==> src/rtl/ranger_poll_ctrl.sv <==
// ranger_poll_ctrl: rangefinder measurement scheduler.
// Sends the command, waits for a reply with timeout/retry, polls.
module ranger_poll_ctrl #(
    parameter int          CMD_BYTES   = 4,
    parameter logic [31:0] CMD_WORD    = 32'h80060278,
    parameter int          PERIOD_CYC  = 50_000_000,
    parameter int          TIMEOUT_CYC = 25_000_000,
    parameter int          MAX_RETRY   = 3
) (
    input  logic       Clk,
    input  logic       RstN,
    input  logic       Enable,
    input  logic       Trigger,
    output logic       TxValid,
    output logic [7:0] TxData,
    input  logic       TxReady,
    input  logic       RxFrameEn,
    output logic       DecDataEn,
    output logic       Busy,
    output logic       MeasOk,
    output logic       MeasErr,
    output logic [1:0] RetryCnt,
    output logic [7:0] ErrCnt
);

    localparam int TW = ($clog2(TIMEOUT_CYC) > 0) ?
                        $clog2(TIMEOUT_CYC) : 1;
    localparam int PC = $clog2(PERIOD_CYC) + 1;
    localparam int PW = (PC > 26) ? PC : 26;

    localparam logic [TW-1:0] TMO_LAST = TW'(TIMEOUT_CYC - 1);
    localparam logic [PW-1:0] PER_LAST = PW'(PERIOD_CYC - 1);
    localparam logic [1:0]    IDX_LAST = 2'(CMD_BYTES - 1);
    localparam logic [1:0]    MAX_R    = 2'(MAX_RETRY);

    typedef enum logic [2:0] {
        IDLE,
        SEND,
        WAIT_RX,
        HOLD,
        GAP
    } state_t;

    state_t        state_q, state_d;
    logic [1:0]    idx_q, idx_d;
    logic [1:0]    retry_q, retry_d;
    logic [TW-1:0] tmo_q, tmo_d;
    logic [PW-1:0] per_q, per_d;
    logic          rx_prev_q, rx_prev_d;
    logic [7:0]    err_cnt_q, err_cnt_d;
    logic          tx_valid_q, tx_valid_d;
    logic [7:0]    tx_data_q, tx_data_d;
    logic          dec_q, dec_d;
    logic          busy_q, busy_d;
    logic          ok_q, ok_d;
    logic          err_q, err_d;
    logic          rx_rise;

    function automatic logic [7:0] cmd_byte(input logic [1:0] i);
        logic [7:0] b;
        unique case (i)
            2'd0: b = CMD_WORD[31:24];
            2'd1: b = CMD_WORD[23:16];
            2'd2: b = CMD_WORD[15:8];
            2'd3: b = CMD_WORD[7:0];
            default: b = 8'h00;
        endcase
        return b;
    endfunction

    // Next-state, counters and registered-output values.
    always_comb begin
        state_d   = state_q;
        idx_d     = idx_q;
        retry_d   = retry_q;
        tmo_d     = tmo_q;
        per_d     = (per_q == '1) ? per_q : per_q + PW'(1);
        rx_prev_d = RxFrameEn;
        err_cnt_d = err_cnt_q;
        dec_d     = 1'b0;
        ok_d      = 1'b0;
        err_d     = 1'b0;
        rx_rise   = RxFrameEn && !rx_prev_q;

        case (state_q)
            IDLE: begin
                if (Trigger || Enable) begin
                    state_d = SEND;
                    idx_d   = 2'd0;
                    retry_d = 2'd0;
                    per_d   = '0;
                end
            end
            SEND: begin
                if (TxReady) begin
                    if (idx_q == IDX_LAST) begin
                        state_d = WAIT_RX;
                        tmo_d   = '0;
                    end else begin
                        idx_d = idx_q + 2'd1;
                    end
                end
            end
            WAIT_RX: begin
                if (rx_rise) begin
                    state_d = HOLD;
                    dec_d   = 1'b1;
                    ok_d    = 1'b1;
                end else if (tmo_q == TMO_LAST) begin
                    if (retry_q < MAX_R) begin
                        retry_d = retry_q + 2'd1;
                        idx_d   = 2'd0;
                        state_d = SEND;
                    end else begin
                        err_d   = 1'b1;
                        state_d = GAP;
                        if (err_cnt_q != 8'hff) begin
                            err_cnt_d = err_cnt_q + 8'd1;
                        end
                    end
                end else begin
                    tmo_d = tmo_q + TW'(1);
                end
            end
            HOLD: begin
                if (RxFrameEn) begin
                    dec_d = 1'b1;
                end else begin
                    state_d = GAP;
                end
            end
            GAP: begin
                if (!Enable) begin
                    state_d = IDLE;
                end else if (per_q >= PER_LAST) begin
                    state_d = SEND;
                    idx_d   = 2'd0;
                    retry_d = 2'd0;
                    per_d   = '0;
                end
            end
            default: state_d = IDLE;
        endcase

        tx_valid_d = (state_d == SEND);
        tx_data_d  = tx_valid_d ? cmd_byte(idx_d) : 8'h00;
        busy_d     = (state_d != IDLE);
    end

    // State and output registers.
    always_ff @(posedge Clk or negedge RstN) begin
        if (!RstN) begin
            state_q    <= IDLE;
            idx_q      <= 2'd0;
            retry_q    <= 2'd0;
            tmo_q      <= '0;
            per_q      <= '0;
            rx_prev_q  <= 1'b0;
            err_cnt_q  <= 8'h00;
            tx_valid_q <= 1'b0;
            tx_data_q  <= 8'h00;
            dec_q      <= 1'b0;
            busy_q     <= 1'b0;
            ok_q       <= 1'b0;
            err_q      <= 1'b0;
        end else begin
            state_q    <= state_d;
            idx_q      <= idx_d;
            retry_q    <= retry_d;
            tmo_q      <= tmo_d;
            per_q      <= per_d;
            rx_prev_q  <= rx_prev_d;
            err_cnt_q  <= err_cnt_d;
            tx_valid_q <= tx_valid_d;
            tx_data_q  <= tx_data_d;
            dec_q      <= dec_d;
            busy_q     <= busy_d;
            ok_q       <= ok_d;
            err_q      <= err_d;
        end
    end

    assign TxValid   = tx_valid_q;
    assign TxData    = tx_data_q;
    assign DecDataEn = dec_q;
    assign Busy      = busy_q;
    assign MeasOk    = ok_q;
    assign MeasErr   = err_q;
    assign RetryCnt  = retry_q;
    assign ErrCnt    = err_cnt_q;

endmodule

==> config.mk <==
export PLATFORM = sky130hd
export DESIGN_NAME = ranger_poll_ctrl
export DESIGN_NICKNAME = d
export VERILOG_FILES = /design/src/rtl/ranger_poll_ctrl.sv
export SDC_FILE = /design/constraint.sdc
export NUM_CORES = 1
export LEC_CHECK = 0
export ABC_AREA = 1
export CAP_MARGIN = 10
export CORE_ASPECT_RATIO = 1.25
export CORE_UTILIZATION = 40
export DETAILED_ROUTE_END_ITERATION = 10
export PLACE_DENSITY = 0.61
export SYNTH_ARGS = -nofsm -noshare
export SYNTH_HDL_FRONTEND = slang
export SYNTH_SLANG_ARGS = --single-unit
==> constraint.sdc <==
create_clock -name Clk -period 2.04 [get_ports Clk]
set_input_delay 0.204 -clock Clk [delete_from_list [all_inputs] [get_ports Clk]]
set_output_delay 0.204 -clock Clk [all_outputs]
set_load 0.02 [all_outputs]
# Word level (Yosys, flattened, before mapping)
# Cells that the tools add are included.
# Widths: inputs -> output; s select.
[word_totals] register_bits=81 latch_bits=0 ram_bits=0 mem_bits_ro=0 input_bits=6 wordCells=100 memories=0
[op_classes] add_sub_neg=5 n_mul=0 div=0 order_cmp=2 n_eq_ne=21 shifts=0 n_mux=46 n_bitwise=2 n_reduce_logical=11
[op_table] cell="$mux 27" count=4
[op_table] cell="$mux 25" count=4
[op_table] cell="$pmux 27 s2" count=1
[op_table] cell="$pmux 25 s2" count=1
[op_table] cell="$pmux 8 s4" count=1
[op_table] cell="$mux 2" count=14
[op_table] cell="$add 27x1->27 const B" count=1
[op_table] cell="$eq 27x27->1 const B" count=1
[op_table] cell="$ge 27x26->1 const B" count=1
[op_table] cell="$mux 3" count=9
[op_table] cell="$add 25x1->25 const B" count=1
[op_table] cell="$eq 25x25->1 const B" count=1
[op_table] cell="$ne 2x2->1 const B" count=9
[op_table] cell="$pmux 3 s5" count=1
[op_table] cell="$reduce_and 5->1" count=2
[op_table] cell="$add 8x1->8 const B" count=1
[op_table] cell="$mux 8" count=1
[op_table] cell="$ne 8x8->1 const B" count=1
[op_table] cell="$pmux 2 s4" count=1
[op_table] cell="$mux 1" count=7
[op_table] cell="$reduce_and 7->1" count=1
[op_table] cell="$eq 2x2->1 const B" count=3
[op_table] cell="$eq 3x1->1 const B" count=2
[op_table] cell="$eq 3x2->1 const B" count=2
[op_table] cell="14 further kinds" count=17

# Depth between registers and ports, before layout
# Gate-level depths: netlist (run 1).
[logic_depth] ltp_word=8 depth_mapped=15 depth_no_buf=15

# Least setup slack after synthesis (run 1)
# Ideal clock, no wire load.
[synth_timing] kind="reg2reg" from="register tmo_q[0]" to="register tx_data_q[1], in the netlist TxData[1]" arrival_ns=1.836 setup_slack_ns=0.084 path_stages_with_launch=15 n_path_buf=0 synth_period_minus_slack_ns=1.956 cell_sequence="dfrtp_1 ha_1 nand2_1 nor2_4 nand2_4 nor2_2 nand3_2 nand2_2 nand2_1 nor2_2 nand3_1 nand2_1 ha_1 inv_1 nor2_1"
[synth_between] elab_chain_len=7
[synth_lines] element="from (decl)" line_no="47" source="logic [TW-1:0] tmo_q, tmo_d;"
[synth_lines] element="from (signal assigned)" line_no="170" source="tmo_q <= tmo_d;"
[synth_lines] element="$eq 25x25->1 (*)" line_no="109" source="end else if (tmo_q == TMO_LAST) begin"
[synth_lines] element="$mux 2" line_no="109"
[synth_lines] element="$mux 2" line_no="105" source="if (rx_rise) begin"
[synth_lines] element="$pmux 2 s4" line_no="85" source="case (state_q)"
[synth_lines] element="$eq 2x2->1 (tied with other cells)" line_no="61" source="unique case (i)"
[synth_lines] element="$pmux 8 s4" line_no="61"
[synth_lines] element="$mux 8 (*)" line_no="146" source="tx_data_d = tx_valid_d ? cmd_byte(idx_d) : 8'h00;"
[synth_lines] element="named net tx_data_d[1]" line_no="52" source="logic [7:0] tx_data_q, tx_data_d;"
[synth_lines] element="to (signal assigned)" line_no="175" source="tx_data_q <= tx_data_d;"
[synth_lines] element="to (decl)" line_no="52"
# The timed path passes the listed nets; every way through them passes the cells marked *. The select of a mux whose other input is x is not followed.
# A chain may end at the register's enable or synchronous reset.

# Final worst setup path (run 1)
[layout_timing] from="register tmo_q[1]" to="register tx_data_q[1], in the netlist TxData[1]"
# Same word-level chain as after synthesis.

==> flow_summary.ini, run 1 <==
[worst_setup_path]
rr_startpoint = tmo_q[1]
worst-setup-path-type = reg2reg
endpoint_kind = register
critical_path_peak_fanout = 4
rrSetupSlack_ns = 0.06
cp.required_ns = 2.27
setup.worst_path.start_class = register
endpoint = TxData[1]
startpoint = tmo_q[1]
reg2regPathDepth = 14
arrival_ns = 2.21
r2r_end = TxData[1]

[logic_synthesis]
yosys_warnings = 0
synth_edf_count = 0
synth_seq_cells = 77
synth_top_area_share_pct = 39.7
synth.area.mux_share_pct = 0
avgSynthCellArea_um2 = 7.16
synthCells = 678
synthAdderAreaFrac_pct = 1.80
synth_compound_area_share_pct = 6.78
synth_top_family_by_area = simple AND/OR/NAND/NOR gates
synth_top_area_cell = dfrtp_1
synth-xor-area-share_pct = 5.05
synth_simple_gate_area_share_pct = 37.0
synth_cell_types = 40
synth-main-ff-cell = dfrtp_1
yosys-top-cells-area = dfrtp_1 40%, nand2_1 12%, nor2_1 8.6%
post-synth-top-count-cell = nand2_1
synth_area_mm2 = 0.00486
synthTopCellsByCount = 160 x nand2_1, 111 x nor2_1, 86 x inv_1
yosysSeqAreaShare_pct = 39.7
synth_fp_nets = 691
synthArstFlopShare_pct = 100

[power_and_ir_drop]
power_per_cell_area_mw_per_mm2 = 899
cellLeakagePower_nw = 2.71
ir_drop_mv = 0.468

[die]
dieArea_mm2 = 0.0126
fp.dieH_um = 125
die_x_um = 101
ios = 29
core_area_mm2 = 0.0117
rows = 44
start_util_pct = 41.4

[route]
vias = 4470
drt-total-wl_um = 12200
drc = 0
wl_per_cell_um = 13.5
drt-pass1-iter-count = 7
drtAntennaViolNets = 0
viasPerCell = 4.94
drt_first_iter_violations = 206

[min_path]
hold_depth = 1
hp-class = in2reg

[global_routing]
grt_pass1_vias = 4504
grt_pass1_wl_um = 20600
antenna_found_initial = 0
grt_max_degree = 41
grtUsageTotal_pct = 20.7
grt-ovfl-total = 0

[finish]
antenna_cells = 0
nets = 751
syn_to_final_growth_pct = 20.4
multi_input_area_mm2 = 0.00250
nFillCells = 1171
area.sequential_mm2 = 0.00193
utilization_pct = 49.8
drive_gt1_share_pct = 14.4
fin_area_mm2 = 0.00584

[sta]
grt_setup_unrepaired = true
timing.fmax_ghz = 0.505
hold_violations = 0
worst_pin_slew_ns = 0.544
slew_viol_final = 0
min_period_ns = 1.98
finalSetupViolCount = 0
finClkSkew_ns = 0.00541
fin_crit_sh_pct = 97.1
relSlewSlack_pct = 63.4

[clock_tree]
worstSkewPairLatency_ns = 0.34
clkTransAtPathRegs_ns = 0.07
cts_tree = done
cts_made_buffers = 9
cts_max_level = 3
cts_num_sinks = 77
ctsRootBufferMaster = clkbuf_16
cts_max_path_buffers = 2

[placement]
port_buffers = 27
globalplace.congestion = 0.905
hpwl_um = 9300
place_area_mm2 = 0.00548

[flow_run]
drv_cap = 0

[status]
status = complete, no violations
==> cells in the final DEF (no fill, tap or decap), types with 3 or more instances in the layout <==
master | netlist | layout
nand2_1 | 160 | 156
a21o_1 | 3 | 3
nand3_2 | 3 | 5
nor4_1 | 3 | 3
clkbuf_16 | 0 | 9
nor2_4 | 5 | 7
inv_2 | 7 | 9
nand2_2 | 9 | 13
inv_1 | 86 | 84
nand3_1 | 47 | 45
o21ai_0 | 13 | 13
buf_4 | 5 | 36
o21ai_2 | 4 | 4
xor2_1 | 27 | 27
nand3b_1 | 3 | 3
clkinvlp_4 | 0 | 3
o21ai_1 | 13 | 13
a21oi_1 | 15 | 15
ha_1 | 7 | 5
nand4_1 | 23 | 23
inv_6 | 0 | 3
clkdlybuf4s50_1 | 0 | 26
nor3_1 | 23 | 23
nor2_1 | 111 | 111
dfrtp_2 | 0 | 3
dfrtp_1 | 77 | 74
==> cells by family after synthesis <==
group / count (synthesis)
other: 1
AND/OR/NAND/NOR: 399
buffers and inverters: 110
AO/OA/AOI/OAI: 56
adder cells (fa/ha/maj): 7
flip-flops: 77
XOR/XNOR: 28
==> layout make-up <==
cell class / count / area share (%)
multi-input combinational: 491 / 42.7
sequential: 77 / 33.0
timing repair buffer: 65 / 9.93
inverter: 94 / 6.04
clock buffer: 9 / 3.85
tap: 161 / 3.45
clock inverter: 7 / 0.985
==> stage by stage <==
stage	std cells	setup WS, ns	setup TNS (ns)	hold slack, ns	power (W)
6_report	904	0.0591	0	0.359	0.00526
5_1_grt	904	-0.0687	-0.167	0.361	0.00560
4_1_cts	900	0.0163	0	0.353	0.00522
3_5_place_dp	883	0.0492	0	0.229	0.00365
3_3_place_gp	883	0.120	0	0.233	0.00362
2_1_floorplan	678	0.0838	0	-0.0916	0.00308
==> registers in the layout, indices dropped and copies added, names as in the netlist, 2 cells and up <==
register	flops
state_q	3
RetryCnt	2
tmo_q	25
per_q	27
idx_q	2
TxData	4
ErrCnt	8
==> metal layers <==
layer / part of all wire, % / track usage [%] / up-vias
met2: 51 / 36.5 / 75
met3: 3.0 / 3.91 / 26
li1: - / - / 2259
met5: 0 / 0 / -
met4: 2.7 / 8.44 / 0
met1: 43 / 24.3 / 2110
==> worst max-delay path, cell delays in order (launching register included) <==
cell and delay (ns):
dfrtp_1 0.38, ha_2 0.20, nand2_2 0.08, nor2_4 0.14
nand2_4 0.08, nor2_4 0.08, nand3_2 0.08, nand2_2 0.10
nand2_2 0.06, nor2_4 0.13, nand3_2 0.10, nand2_2 0.11
ha_1 0.24, inv_1 0.06, nor2_1 0.04
==> repair_timing <==
item                                    CTS  global route
buffers inserted                          0             4
resized for setup                         0            15
endpoints found under the setup margin    0             4
endpoints found under the hold margin    38             0
hold buffers                              1             0
==> power by group <==
part / total (W) / internal (W) / switching (W)
clock network: 0.00154 / 0.000839 / 0.000700
registers: 0.00179 / 0.00169 / 0.000102
logic: 0.00193 / 0.000705 / 0.00122
total: 0.00526 / 0.00323 / 0.00202
==> worst min path at each step <==
stage | start | endpoint | slack (ns)
detailed placement | RstN | per_q[10] | 0.23
global route | RxFrameEn | rx_prev_q | 0.36
floorplan | RstN | Busy | -0.09
CTS | RxFrameEn | rx_prev_q | 0.35
global placement | RstN | per_q[10] | 0.23
finish | RxFrameEn | rx_prev_q | 0.36
(Power assumes the default switching activity.)
==> run 2: changes to the inputs <==
Settings changed: CTS_CLUSTER_DIAMETER set to 60, GPL_ROUTABILITY_DRIVEN set to 0, SLEW_MARGIN set to 30.
==> run 2 against run 1 <==
Effect of this change:
- total power grew 5.4%
- fmax decreased by 1.6%
- first-iteration DRC count fell by 18%
- critical path depth rose by 1
- die area unchanged
- final area is 1.1% higher
- clock skew barely moved
- sequential share of layout area shrank 0.38 points
- utilization grew 0.54 points
- flip-flop and latch count did not move
- largest cell class unchanged
- sequential power is essentially flat
==> flow_summary.ini, run 2 (synthesis gave the netlist of run 1 again) <==
[status]
status = complete, no violations

[sta]
hold_violations = 0
relSlewSlack_pct = 66.5
grt_setup_unrepaired = true
fin_crit_sh_pct = 98.7
whs_ns = 0.353
finalSetupViolCount = 0
timing.fmax_ghz = 0.497
finClkSkew_ns = 0.00504
min_period_ns = 2.01
slew_viol_final = 0
worst_pin_slew_ns = 0.499

[finish]
stdcell_count = 901
mostFrequentLayoutCells = 156 x nand2_1, 109 x nor2_1, 80 x inv_1
fin_area_mm2 = 0.00591
antenna_cells = 0
nFillCells = 1164
final_common_cell = nand2_1
largest_reg_flops = 27
nets = 748
regMostFlops = per_q
syn_to_final_growth_pct = 21.7
drive_gt1_share_pct = 15.1

[worst_setup_path]
crit_path_frequent_cell = nand2_2
rrSetupSlack_ns = 0.03
critical_path_peak_fanout = 4
setup.worst_path.start_class = register
arrival_ns = 2.24
reg2regPathDepth = 15
cp.required_ns = 2.27
critPathMaxStageDelay_ns = 0.38
r2r_end = TxData[2]
cp_cell_sequence = ha_2, nand2_2, nor2_4, nand2_4, nor2_4, nand3_2, nand2_2, nand2_2, nor2_4, nand3b_1, nand2_2, inv_4, ha_4, inv_2, nor2_2
worst-setup-path-type = reg2reg
endpoint = TxData[2]
startpoint = tmo_q[1]
rr_startpoint = tmo_q[1]
endpoint_kind = register
cp_slowest_cell = dfrtp_1

[route]
drc = 0
drt_first_iter_violations = 169
drtAntennaViolNets = 0
viasPerCell = 4.90
drt-total-wl_um = 12000
vias = 4417
wl_per_cell_um = 13.3
drt-pass1-iter-count = 4

[placement]
port_buffers = 27
dp.cells = 876
place_area_mm2 = 0.00544
hpwl_um = 8850

[power_and_ir_drop]
ir_drop_mv = 0.626
power_per_cell_area_mw_per_mm2 = 938
cellLeakagePower_nw = 2.73

[global_routing]
antenna_found_initial = 0
grtUsageTotal_pct = 20.3
grt_pass1_vias = 4372
grt_max_degree = 47
grt_pass1_wl_um = 20200
grt-ovfl-total = 0

[clock_tree]
clkTransAtPathRegs_ns = 0.06
ctsRootBufferMaster = clkbuf_16
cts_max_level = 3
worstSkewPairLatency_ns = 0.34
cts_made_buffers = 9
cts_max_path_buffers = 2
cts_tree = done
cts_num_sinks = 77

[die]
dieArea_mm2 = 0.0126
ios = 29
fp.dieH_um = 125
die_x_um = 101
start_util_pct = 41.4
core_area_mm2 = 0.0117
rows = 44

[min_path]
hp-class = in2async

[flow_run]
drv_cap = 0
==> run 2: cell types whose count changed in the layout (fill, tap and decap cells not counted), sizes merged <==
cell	delta
clkinv	+4
clkinvlp	-3
buf	-3
inv	-2
bufinv	+1
==> run 2: cell type report <==
cell class	count	area [um^2]	area share [%]
Clock buffer	9	225	3.81
Timing Repair Buffer	62	571	9.66
Sequential cell	77	1930	32.7
Inverter	94	355	6.01
Clock inverter	7	75.1	1.27
Tap cell	161	201	3.41
Multi-Input combinational cell	491	2550	43.2
==> run 2: how the worst min path moves through the flow <==
stage               from   endpoint  depth (start not counted)
2_1_floorplan       RstN       Busy                          0
6_report            RstN  per_q[12]                          2
4_1_cts             RstN  per_q[15]                          2
5_1_grt        RxFrameEn  rx_prev_q                          1
3_5_place_dp        RstN  per_q[16]                          1
3_3_place_gp        RstN  per_q[16]                          1
==> run 2: critical path: cells and delay by family, from the launching register on <==
| family | cells | cell delay (ns) |
|---|---|---|
| fa+ha+maj | 2 | 0.36 |
| buf+inv | 2 | 0.10 |
| flops | 1 | 0.38 |
| simple gates | 11 | 1.07 |
==> run 2: what timing repair did <==
item | CTS | global route
buffers inserted | 0 | 8
hold buffers | 1 | 0
resized for setup | 0 | 28
setup endpoints to repair | 0 | 5
hold endpoints to repair | 31 | 0
==> run 2: metal layers <==
| layer | part of all wire, % | vias up | wire length (um) | GRT usage [%] |
|---|---|---|---|---|
| li1 | - | 2258 | - | - |
| met4 | 3.0 | 0 | 354 | 11.7 |
| met5 | 0 | - | 0 | 0 |
| met1 | 44 | 2061 | 5250 | 24.5 |
| met2 | 51 | 74 | 6090 | 34.6 |
| met3 | 2.5 | 24 | 295 | 2.40 |
==> run 2: per-stage QoR <==
step	TNS (ns)	util, %	power [W]	worst slack [ns]
detailed placement	0	46.4	0.00370	0.0299
finish	0	50.4	0.00554	0.0271
global placement	0	46.4	0.00368	0.0968
global route	-0.568	50.4	0.00590	-0.113
CTS	0	49.1	0.00536	0.00967
floorplan	0	-	0.00308	0.0838
==> run 2: report_power, final <==
group	switching (W)	total, W	internal, W
clock network	0.000671	0.00163	0.000954
logic	0.00131	0.00212	0.000810
registers	0.000102	0.00179	0.00169
total	0.00209	0.00554	0.00345
==> run 3: changes to the inputs <==
Settings changed: CTS_BUF_LIST set to sky130_fd_sc_hd__clkbuf_4, REMOVE_ABC_BUFFERS set to 1.
==> run 3 against run 2 <==
Effect of this change:
- count of clock-buffer cells in the layout unchanged
- die area is the same
- first-iteration DRC count is 7.7% lower
- worst setup slack improved by 0.014 ns
- total power decreased by 13%
- sequential share of layout area up 0.95 points
- via count rose by 0.63%
- final area decreased by 2.9%
- flip-flop and latch count is the same
- register-to-register slack hardly changed
- critical endpoint is now TxData[1]
- largest power group unchanged
==> flow_summary.ini, run 3 (synthesis gave the netlist of run 1 again) <==
[power_and_ir_drop]
switchingPower_w = 0.00190
total_power_w = 0.00484
pwr-share-seq_pct = 37.1
swShare_pct = 39.2
pwr-share-clk_pct = 24.7
cellLeakagePower_nw = 2.67
internal_power_w = 0.00294
comb_power_share_pct = 38.2
power_per_cell_area_mw_per_mm2 = 844
ir_drop_mv = 0.534

[clock_tree]
ctsRootBufferMaster = clkbuf_4
cts_max_level = 3
cts_made_buffers = 9
cts_num_sinks = 77
cts_tree = done
worstSkewPairLatency_ns = 0.43
cts_max_path_buffers = 2
clkTransAtPathRegs_ns = 0.14

[finish]
regMostFlops = per_q
syn_to_final_growth_pct = 18.1
drive_gt1_share_pct = 14.4
mostFrequentLayoutCells = 156 x nand2_1, 111 x nor2_1, 82 x inv_1
fin_area_mm2 = 0.00574
nets = 750
largest_reg_flops = 27
nFillCells = 1159
utilization_pct = 48.9
final_common_cell = nand2_1
stdcell_count = 903
antenna_cells = 0

[global_routing]
grt-ovfl-total = 0
grt_max_degree = 32
grt_pass1_vias = 4339
grt_pass1_wl_um = 20100
antenna_found_initial = 0
grtUsageTotal_pct = 20.1

[worst_setup_path]
critical_path_peak_fanout = 3
crit_buf_inv = 1
setup.worst_path.start_class = register
cp_slowest_cell = dfrtp_1
cp.required_ns = 2.38
worst-setup-path-type = reg2reg
cp_top_family = simple AND/OR/NAND/NOR gates
critPathMaxStageDelay_ns = 0.40
endpoint_kind = register
arrival_ns = 2.34
cp_cell_sequence = ha_1, nand3_2, nor2_4, nand3_2, nor2_1, nor2_1, nand3_2, nand3b_1, nand2_2, ha_1, inv_1, nor2_1

[route]
wl_per_cell_um = 13.2
drt-total-wl_um = 11900
drt_first_iter_violations = 156
drt-pass1-iter-count = 4
drtAntennaViolNets = 0
drc = 0
viasPerCell = 4.92
vias = 4445

[die]
die_x_um = 101
ios = 29
start_util_pct = 41.4
rows = 44
fp.dieH_um = 125
core_area_mm2 = 0.0117
dieArea_mm2 = 0.0126

[min_path]
hp-class = in2async

[placement]
dp.cells = 880
port_buffers = 27
place_area_mm2 = 0.00545
hpwl_um = 9070

[sta]
grt_setup_unrepaired = true
worst_pin_slew_ns = 0.561
timing.fmax_ghz = 0.500
fin_crit_sh_pct = 98.0
hold_violations = 0
slew_viol_final = 0
whs_ns = 0.197
min_period_ns = 2.00
finalSetupViolCount = 0
relSlewSlack_pct = 62.3
finClkSkew_ns = 0.0171

[status]
status = complete, no violations

[flow_run]
drv_cap = 0
==> run 3: power by group through the flow <==
stage,Clock (W),Sequential [W],Combinational [W]
floorplan,0,0.00192,0.000969
finish,0.00120,0.00179,0.00185
global route,0.00130,0.00181,0.00207
CTS,0.00125,0.00179,0.00178
global placement,0,0.00182,0.00173
detailed placement,0,0.00182,0.00177
==> run 3: metrics by stage <==
step | setup slack, ns | TNS, ns
floorplan | -0.0850 | -0.811
global placement | 0.0724 | 0
detailed placement | 0.0110 | 0
CTS | 0.0184 | 0
global route | -0.0742 | -0.229
finish | 0.0414 | 0
==> run 3: final cells by class <==
type	instances	area, um^2	area share (%)
Inverter	94	355	6.19
Multi-Input combinational cell	491	2500	43.6
Clock inverter	7	120	2.09
Sequential cell	77	1930	33.6
Timing Repair Buffer	64	561	9.77
Tap cell	161	201	3.51
Clock buffer	9	67.6	1.18
==> run 3: worst paths after layout <==
| check | start | endpoint | slack [ns] | depth (start not counted) |
|---|---|---|---|---|
| max | per_q[0] | TxData[1] | 0.04 | 12 |
| min | RstN | per_q[17] | 0.20 | 2 |
| max reg2reg | per_q[0] | TxData[1] | 0.04 | 12 |
| min reg2reg | RetryCnt[1] | RetryCnt[1] | 0.54 | 2 |
| max in group asynchronous | RstN | tmo_q[5] | 1.30 | 3 |
| min in group Clk | RxFrameEn | rx_prev_q | 0.27 | 1 |
==> run 3: repair_timing <==
| action | CTS | global route |
|---|---|---|
| hold buffers | 1 | 0 |
| hold endpoints to repair | 62 | 0 |
| buffers inserted | 1 | 5 |
| pin swaps | 0 | 7 |
| setup endpoints to repair | 2 | 8 |
| gates resized for setup | 1 | 18 |
==> run 3: per-layer routing <==
metal | wire (um) | track usage [%]
met5 | 0 | 0
met4 | 270 | 7.59
met3 | 307 | 3.24
met2 | 6080 | 34.1
met1 | 5280 | 25.4
